===== src/rtl/fetch_pkg.sv =====
// fetch_pkg: shared types and constants for the instruction fetch stage.
// FSM state encoding, RISC-V branch opcode, canonical NOP and a helper that
// assembles and sign-extends the B-type immediate.
package fetch_pkg;

  typedef enum logic [1:0] {
    ISSUE = 2'd0,
    WAIT  = 2'd1,
    HOLD  = 2'd2,
    DRAIN = 2'd3
  } fetch_state_e;

  localparam logic [6:0]  OPC_BRANCH = 7'b1100011;
  localparam logic [31:0] NOP        = 32'h0000_0013;

  // B-immediate: 12 encoded bits plus an implicit zero LSB
  localparam int BIMM_FIELD_W = 12;
  localparam int BIMM_W       = BIMM_FIELD_W + 1;

  // fields = {instr[31], instr[7], instr[30:25], instr[11:8]}
  function automatic logic [31:0] bimm_sext(input logic [BIMM_FIELD_W-1:0] fields);
    logic [BIMM_W-1:0] imm;
    imm = {fields, 1'b0};
    return {{(32-BIMM_W){imm[BIMM_W-1]}}, imm};
  endfunction

endpackage


===== src/rtl/bimm_predict.sv =====
// bimm_predict: static backward-taken predictor for conditional branches.
// Purely combinational; only instantiated when FETCH_BRANCH_PREDICT_EN is set.
module bimm_predict
  import fetch_pkg::*;
(
  input  logic [31:0] instruction,
  input  logic [31:0] pc,
  output logic        pred_taken,
  output logic [31:0] pred_target
);

  logic [BIMM_FIELD_W-1:0] imm_fields;
  logic                    unused_bits;

  assign imm_fields = {instruction[31], instruction[7], instruction[30:25], instruction[11:8]};

  // A conditional branch with a negative offset (sign bit set) is assumed to close a loop
  assign pred_taken  = (instruction[6:0] == OPC_BRANCH) && instruction[31];
  assign pred_target = pc + bimm_sext(imm_fields);

  // register and funct3 fields play no part in the prediction
  assign unused_bits = ^instruction[24:12];

endmodule


===== src/rtl/instr_fetch.sv =====
// instr_fetch: PC holder and single-outstanding instruction fetcher.
// Issues one word read at a time, presents the fetched word to decode over
// valid/ready, and restarts at redirect_pc, discarding any stale response.
// Optional feature macro: FETCH_BRANCH_PREDICT_EN (static backward-taken
// branch prediction through bimm_predict); undefined means pc+4 always.
module instr_fetch
  import fetch_pkg::*;
#(
  parameter logic [31:0] RESET_PC = 32'h0000_0000
) (
  input  logic        clk,
  input  logic        reset,
  output logic        imem_req,
  output logic [31:0] imem_addr,
  input  logic        imem_rvalid,
  input  logic [31:0] imem_rdata,
  output logic        inst_valid,
  input  logic        inst_ready,
  output logic [31:0] instruction,
  output logic [31:0] inst_pc,
  output logic        pred_taken,
  input  logic        redirect,
  input  logic [31:0] redirect_pc
);

  fetch_state_e state_q, state_d;
  logic [31:0]  pc_q, pc_d;
  logic         req_q, req_d;
  logic [31:0]  addr_q, addr_d;
  logic         valid_q, valid_d;
  logic [31:0]  instr_q, instr_d;
  logic [31:0]  ipc_q, ipc_d;
  logic         pred_q, pred_d;

  logic [31:0]  seq_pc;
  logic [31:0]  redir_pc;
  logic         cap_pred;
  logic [31:0]  cap_next_pc;

  assign seq_pc   = pc_q + 32'd4;
  assign redir_pc = redirect_pc & ~32'd3;

`ifdef FETCH_BRANCH_PREDICT_EN
  logic        bp_taken;
  logic [31:0] bp_target;

  bimm_predict u_bimm_predict (
    .instruction (imem_rdata),
    .pc          (pc_q),
    .pred_taken  (bp_taken),
    .pred_target (bp_target)
  );

  assign cap_pred    = bp_taken;
  assign cap_next_pc = bp_taken ? bp_target : seq_pc;
`else
  assign cap_pred    = 1'b0;
  assign cap_next_pc = seq_pc;
`endif

  // Next-state and next-output logic; redirect overrides everything else
  always_comb begin
    state_d = state_q;
    pc_d    = pc_q;
    req_d   = 1'b0;
    addr_d  = addr_q;
    valid_d = valid_q;
    instr_d = instr_q;
    ipc_d   = ipc_q;
    pred_d  = pred_q;

    unique case (state_q)
      ISSUE: begin
        // req_q low here only in the first cycle after reset: nothing went out yet
        if (redirect) begin
          pc_d    = redir_pc;
          valid_d = 1'b0;
          state_d = req_q ? DRAIN : ISSUE;
        end else if (req_q) begin
          state_d = WAIT;
        end
      end
      WAIT: begin
        if (redirect) begin
          pc_d    = redir_pc;
          valid_d = 1'b0;
          // a response arriving alongside the redirect is dropped on the spot
          state_d = imem_rvalid ? ISSUE : DRAIN;
        end else if (imem_rvalid) begin
          instr_d = imem_rdata;
          ipc_d   = pc_q;
          pred_d  = cap_pred;
          valid_d = 1'b1;
          pc_d    = cap_next_pc;
          state_d = HOLD;
        end
      end
      HOLD: begin
        if (redirect) begin
          pc_d    = redir_pc;
          valid_d = 1'b0;
          state_d = ISSUE;
        end else if (inst_ready) begin
          valid_d = 1'b0;
          state_d = ISSUE;
        end
      end
      DRAIN: begin
        if (redirect) begin
          pc_d    = redir_pc;
          valid_d = 1'b0;
        end
        if (imem_rvalid) begin
          state_d = ISSUE;
        end
      end
      default: begin
        state_d = ISSUE;
      end
    endcase

    // the request strobe is registered from the state being entered
    if (state_d == ISSUE) begin
      req_d  = 1'b1;
      addr_d = pc_d;
    end
  end

  // State and output registers
  always_ff @(posedge clk) begin
    if (reset) begin
      state_q <= ISSUE;
      pc_q    <= RESET_PC;
      req_q   <= 1'b0;
      addr_q  <= 32'd0;
      valid_q <= 1'b0;
      instr_q <= 32'd0;
      ipc_q   <= 32'd0;
      pred_q  <= 1'b0;
    end else begin
      state_q <= state_d;
      pc_q    <= pc_d;
      req_q   <= req_d;
      addr_q  <= addr_d;
      valid_q <= valid_d;
      instr_q <= instr_d;
      ipc_q   <= ipc_d;
      pred_q  <= pred_d;
    end
  end

  assign imem_req    = req_q;
  assign imem_addr   = addr_q;
  assign inst_valid  = valid_q;
  assign instruction = instr_q;
  assign inst_pc     = ipc_q;
  assign pred_taken  = pred_q;

endmodule


===== config.mk =====
export PLATFORM = sky130hd
export DESIGN_NAME = instr_fetch
export DESIGN_NICKNAME = d
export VERILOG_FILES = /design/src/rtl/fetch_pkg.sv /design/src/rtl/bimm_predict.sv /design/src/rtl/instr_fetch.sv
export SDC_FILE = /design/constraint.sdc
export NUM_CORES = 1
export LEC_CHECK = 0
export ABC_CLOCK_PERIOD_IN_PS = 3300
export CORE_AREA = 8 8 122 124
export DETAILED_ROUTE_END_ITERATION = 8
export DIE_AREA = 0 0 130 132
export PLACE_DENSITY = 0.82
export SLEW_MARGIN = 25
export SYNTH_ARGS = -nofsm -noshare
export SYNTH_HDL_FRONTEND = slang
export SYNTH_SLANG_ARGS = --single-unit

===== constraint.sdc =====
create_clock -name clk -period 3.3 [get_ports clk]
set_clock_uncertainty 0.1 [all_clocks]
set_input_delay 0.66 -clock clk [delete_from_list [all_inputs] [get_ports clk]]
set_output_delay 0.66 -clock clk [all_outputs]
set_load 0.01 [all_outputs]

==> key figures <==
Status
  • Status: completed

Floorplanning
  • Die Span X: 130 um
  • IO Count: 168
  • Die Height: 132 um
  • Core area: 12980 um2
  • Initial core utilization: 43.86%
  • Site Rows: 42
  • Full die area: 17160 um2

CTS
  • Buffer depth of the longest clock path: 2
  • CTS Hold Bufs: 0
  • Clk slew on worst S/H paths: 50 ps
  • Root Driver: clkbuf_16
  • CTS tree: done
  • H-tree level count: 4
  • CTS Buf Count: 17
  • Clock sinks: 132
  • Post-cts gate resize count: 0
  • Clock latency on the worst-skew pair: 410 ps
  • Post-CTS setup buffers: 0

Min path
  • Worst Hold Class: flip-flop to flip-flop
  • Hold depth: 2

Power and ir drop
  • Maximum vdd drop: 486.8 uV
  • Leakage: 2.844 nW
  • Power Density: 728.3 nW/um2

GRT
  • Largest net degree at the start of global routing: 67
  • Initial antenna violation count: 0
  • GRT Overall Usage: 20.50%
  • Vias in the first global route: 5491
  • Overflow after GRT: 0
  • Global-route wire length before repair: 28260 um

Critical path
  • Critical Path AT: 2840 ps
  • Reg2reg path depth: 7
  • Worst EP required: 3500 ps
  • R2r endpoint: imem_addr[29]
  • Crit. End Element: flip-flop
  • Worst flop-to-flop path startpoint: state_q[1]
  • Critical path's largest stage delay: 490 ps
  • Worst setup path endpoint: imem_addr[28]
  • Crit Path Category: primary input to flip-flop
  • Reg-to-reg slack, setup: 660 ps
  • Critical path peak fanout: 20
  • Startpoint Class: primary input
  • Critical path launch point: inst_ready
  • Critical path's slowest cell: or3b_2
  • Crit-path cells: clkdlybuf4s50_1 -> or3b_2 -> a22oi_1 -> o31a_1 -> buf_4 -> nor3_1 -> a32o_1

Layout
  • Most common cell after layout, fill and taps aside: clkdlybuf4s50_1
  • Utilization after layout: 62.31%
  • ANT cells: 0
  • Area delta synth->final: 42.07%
  • Layout cell share with drive strength beyond 1: 9.953%
  • Multi-input gate area: 2789 um2
  • Commonest cells after routing, fill and taps aside: clkdlybuf4s50_1 (162), nand2_1 (144), dfxtp_1 (132)
  • Final nets: 906
  • Sequential cell area: 2643 um2
  • Layout fillers: 1112

Logic synthesis
  • Main area contributors after synthesis: dfxtp_1 (46%), nand2_1 (9.5%), a21oi_1 (6.2%), nor2_1 (3.7%), o211ai_1 (3.2%)
  • FFs w/ async S/R, synth: 0%
  • Synth Area in Adders: 1.099%
  • Cells after Synth: 684
  • Synth Register Bits: 132
  • Compound-Gate Fraction of Synth Area: 17.82%
  • YS warnings: 0
  • Predominant post-synthesis flop cell: dfxtp_1
  • Post-Syn Area: 5693 um2
  • Post-synthesis mux area share: 1.341%
  • Avg Synthesized Cell Area: 8.323 um2
  • Synth area leader: dfxtp_1
  • Syn Nets: 758
  • Post-synth EDFFs: 0
  • Top cell type's share of synthesized area: 46.42%
  • Synth unique cells: 51
  • Simple-gate share of the synthesized area: 26.29%
  • Sequential area share after synthesis: 46.42%
  • Synth Area in XOR/XNOR: 2.154%
  • Largest family of logic cells by synthesized area: simple AND/OR/NAND/NOR gates

Timing
  • Hold Fails Final Rpt: 0
  • Worst slew margin: 53.82%
  • FMAX: 378.7 MHz
  • Setup TNS: 0 ps
  • Period utilisation layout: 80.02%
  • # setup viols final: 0
  • Slew @ Worst Pin: 692.6 ps
  • RSZ-0062 raised after global routing: false
  • Final Critical Period: 2641 ps
  • Max-slew violation count: 0

Detailed routing
  • Antenna violation net count after detailed routing: 0
  • DRC errors left: 0
  • Via-to-Cell Ratio: 5.399
  • DR WL/cell: 17.23 um
  • Pre-antenna DRT Iters: 5
  • Total routed wirelength: 17580 um
  • First DRT Iteration DRCs: 426
  • Vias post-DR: 5507

Job
  • Max Cap Violations: 0

Placed design
  • Final weighted congestion in routability-driven placement: 0.8727
  • Number of port buffers: 164
  • DP Wirelength: 12270 um
## logic make-up (layout without fill, tap and decap cells)
kind of cell | Yosys count | after routing
compound gates | 147 | 147
xor+xnor | 14 | 14
fa+ha+maj | 5 | 5
buf+inv | 65 | 225
flops | 132 | 132
mux | 7 | 7
other cells | 1 | 1
simple gates | 313 | 313
## routing by layer
| metal | part of all wire (%) | global-route usage, % |
|---|---|---|
| met1 | 45 | 26.12 |
| met2 | 45 | 31.92 |
| met3 | 8.9 | 6.472 |
| met4 | 0.85 | 6.779 |
| met5 | 0 | 0 |
## layout make-up
type / instances / share of cell area [%]
flip-flops and latches: 132 / 32.67
inverters: 10 / 0.4641
well taps: 176 / 2.723
clock inverters: 9 / 1.578
repair buffers: 184 / 22.22
multi-input cells: 487 / 34.48
clock buffers: 22 / 5.863
## state kept, by name, indices dropped and copies added, names as in the netlist
signal	cells
imem_addr	32
inst_pc	32
instruction	32
pc_q	32
state_q	2
imem_req	1
inst_valid	1
## how the worst min path moves through the flow
stage                    start         endpoint  slack [ps]
6_report       instruction[11]  instruction[11]         350
5_1_grt         instruction[6]   instruction[6]         370
4_1_cts        instruction[30]  instruction[30]         350
3_5_place_dp           pc_q[1]       inst_pc[1]         350
3_3_place_gp           pc_q[0]       inst_pc[0]         340
2_1_floorplan          pc_q[0]       inst_pc[0]         330
## synthesized netlist by cell type (2+ instances only)
cell	n
nor3b_1	2
ha_1	5
buf_1	7
o31a_1	4
o31ai_1	5
nor2_1	56
clkbuf_1	31
xor2_1	10
nand4_1	14
o32ai_1	2
mux2i_1	2
inv_1	10
o21a_1	4
nor4_1	10
a21oi_1	70
and2_1	4
or2_2	2
o41ai_1	12
and3_1	4
nor2b_1	9
buf_2	15
mux2_2	5
or4_1	3
a211oi_1	2
o21ai_0	8
xnor2_1	4
nand2_1	144
nand4_2	2
o211ai_1	24
nor3_2	7
dfxtp_1	132
a32o_1	2
nor4_4	3
nand3_1	15
nor3_1	33
o41ai_2	7
## critical path, delay by kind of cell
kind	cells	cell delay (ps)
AND/OR/NAND/NOR	2	580
buffers and inverters	2	720
AO/OA/AOI/OAI	3	870
## through the flow
stage	cells	cell area, um2	power, W	hold WS [ps]	setup slack [ps]
5_1_grt	1020	8088	0.006178	367.2	460.5
3_5_place_dp	989	7486	0.003969	345.7	246.6
2_1_floorplan	684	5693	0.003038	327.3	921.3
6_report	1020	8088	0.005890	350.7	659.2
4_1_cts	1020	8088	0.005921	353.4	661.8
3_3_place_gp	989	7486	0.003939	340.1	280.5
## power breakdown
part           internal, W  switching, W
clock              0.00124      0.000686
sequential         0.00186      0.000186
combinational     0.000859       0.00106
No activity file was read; power rests on OpenSTA's default activity.
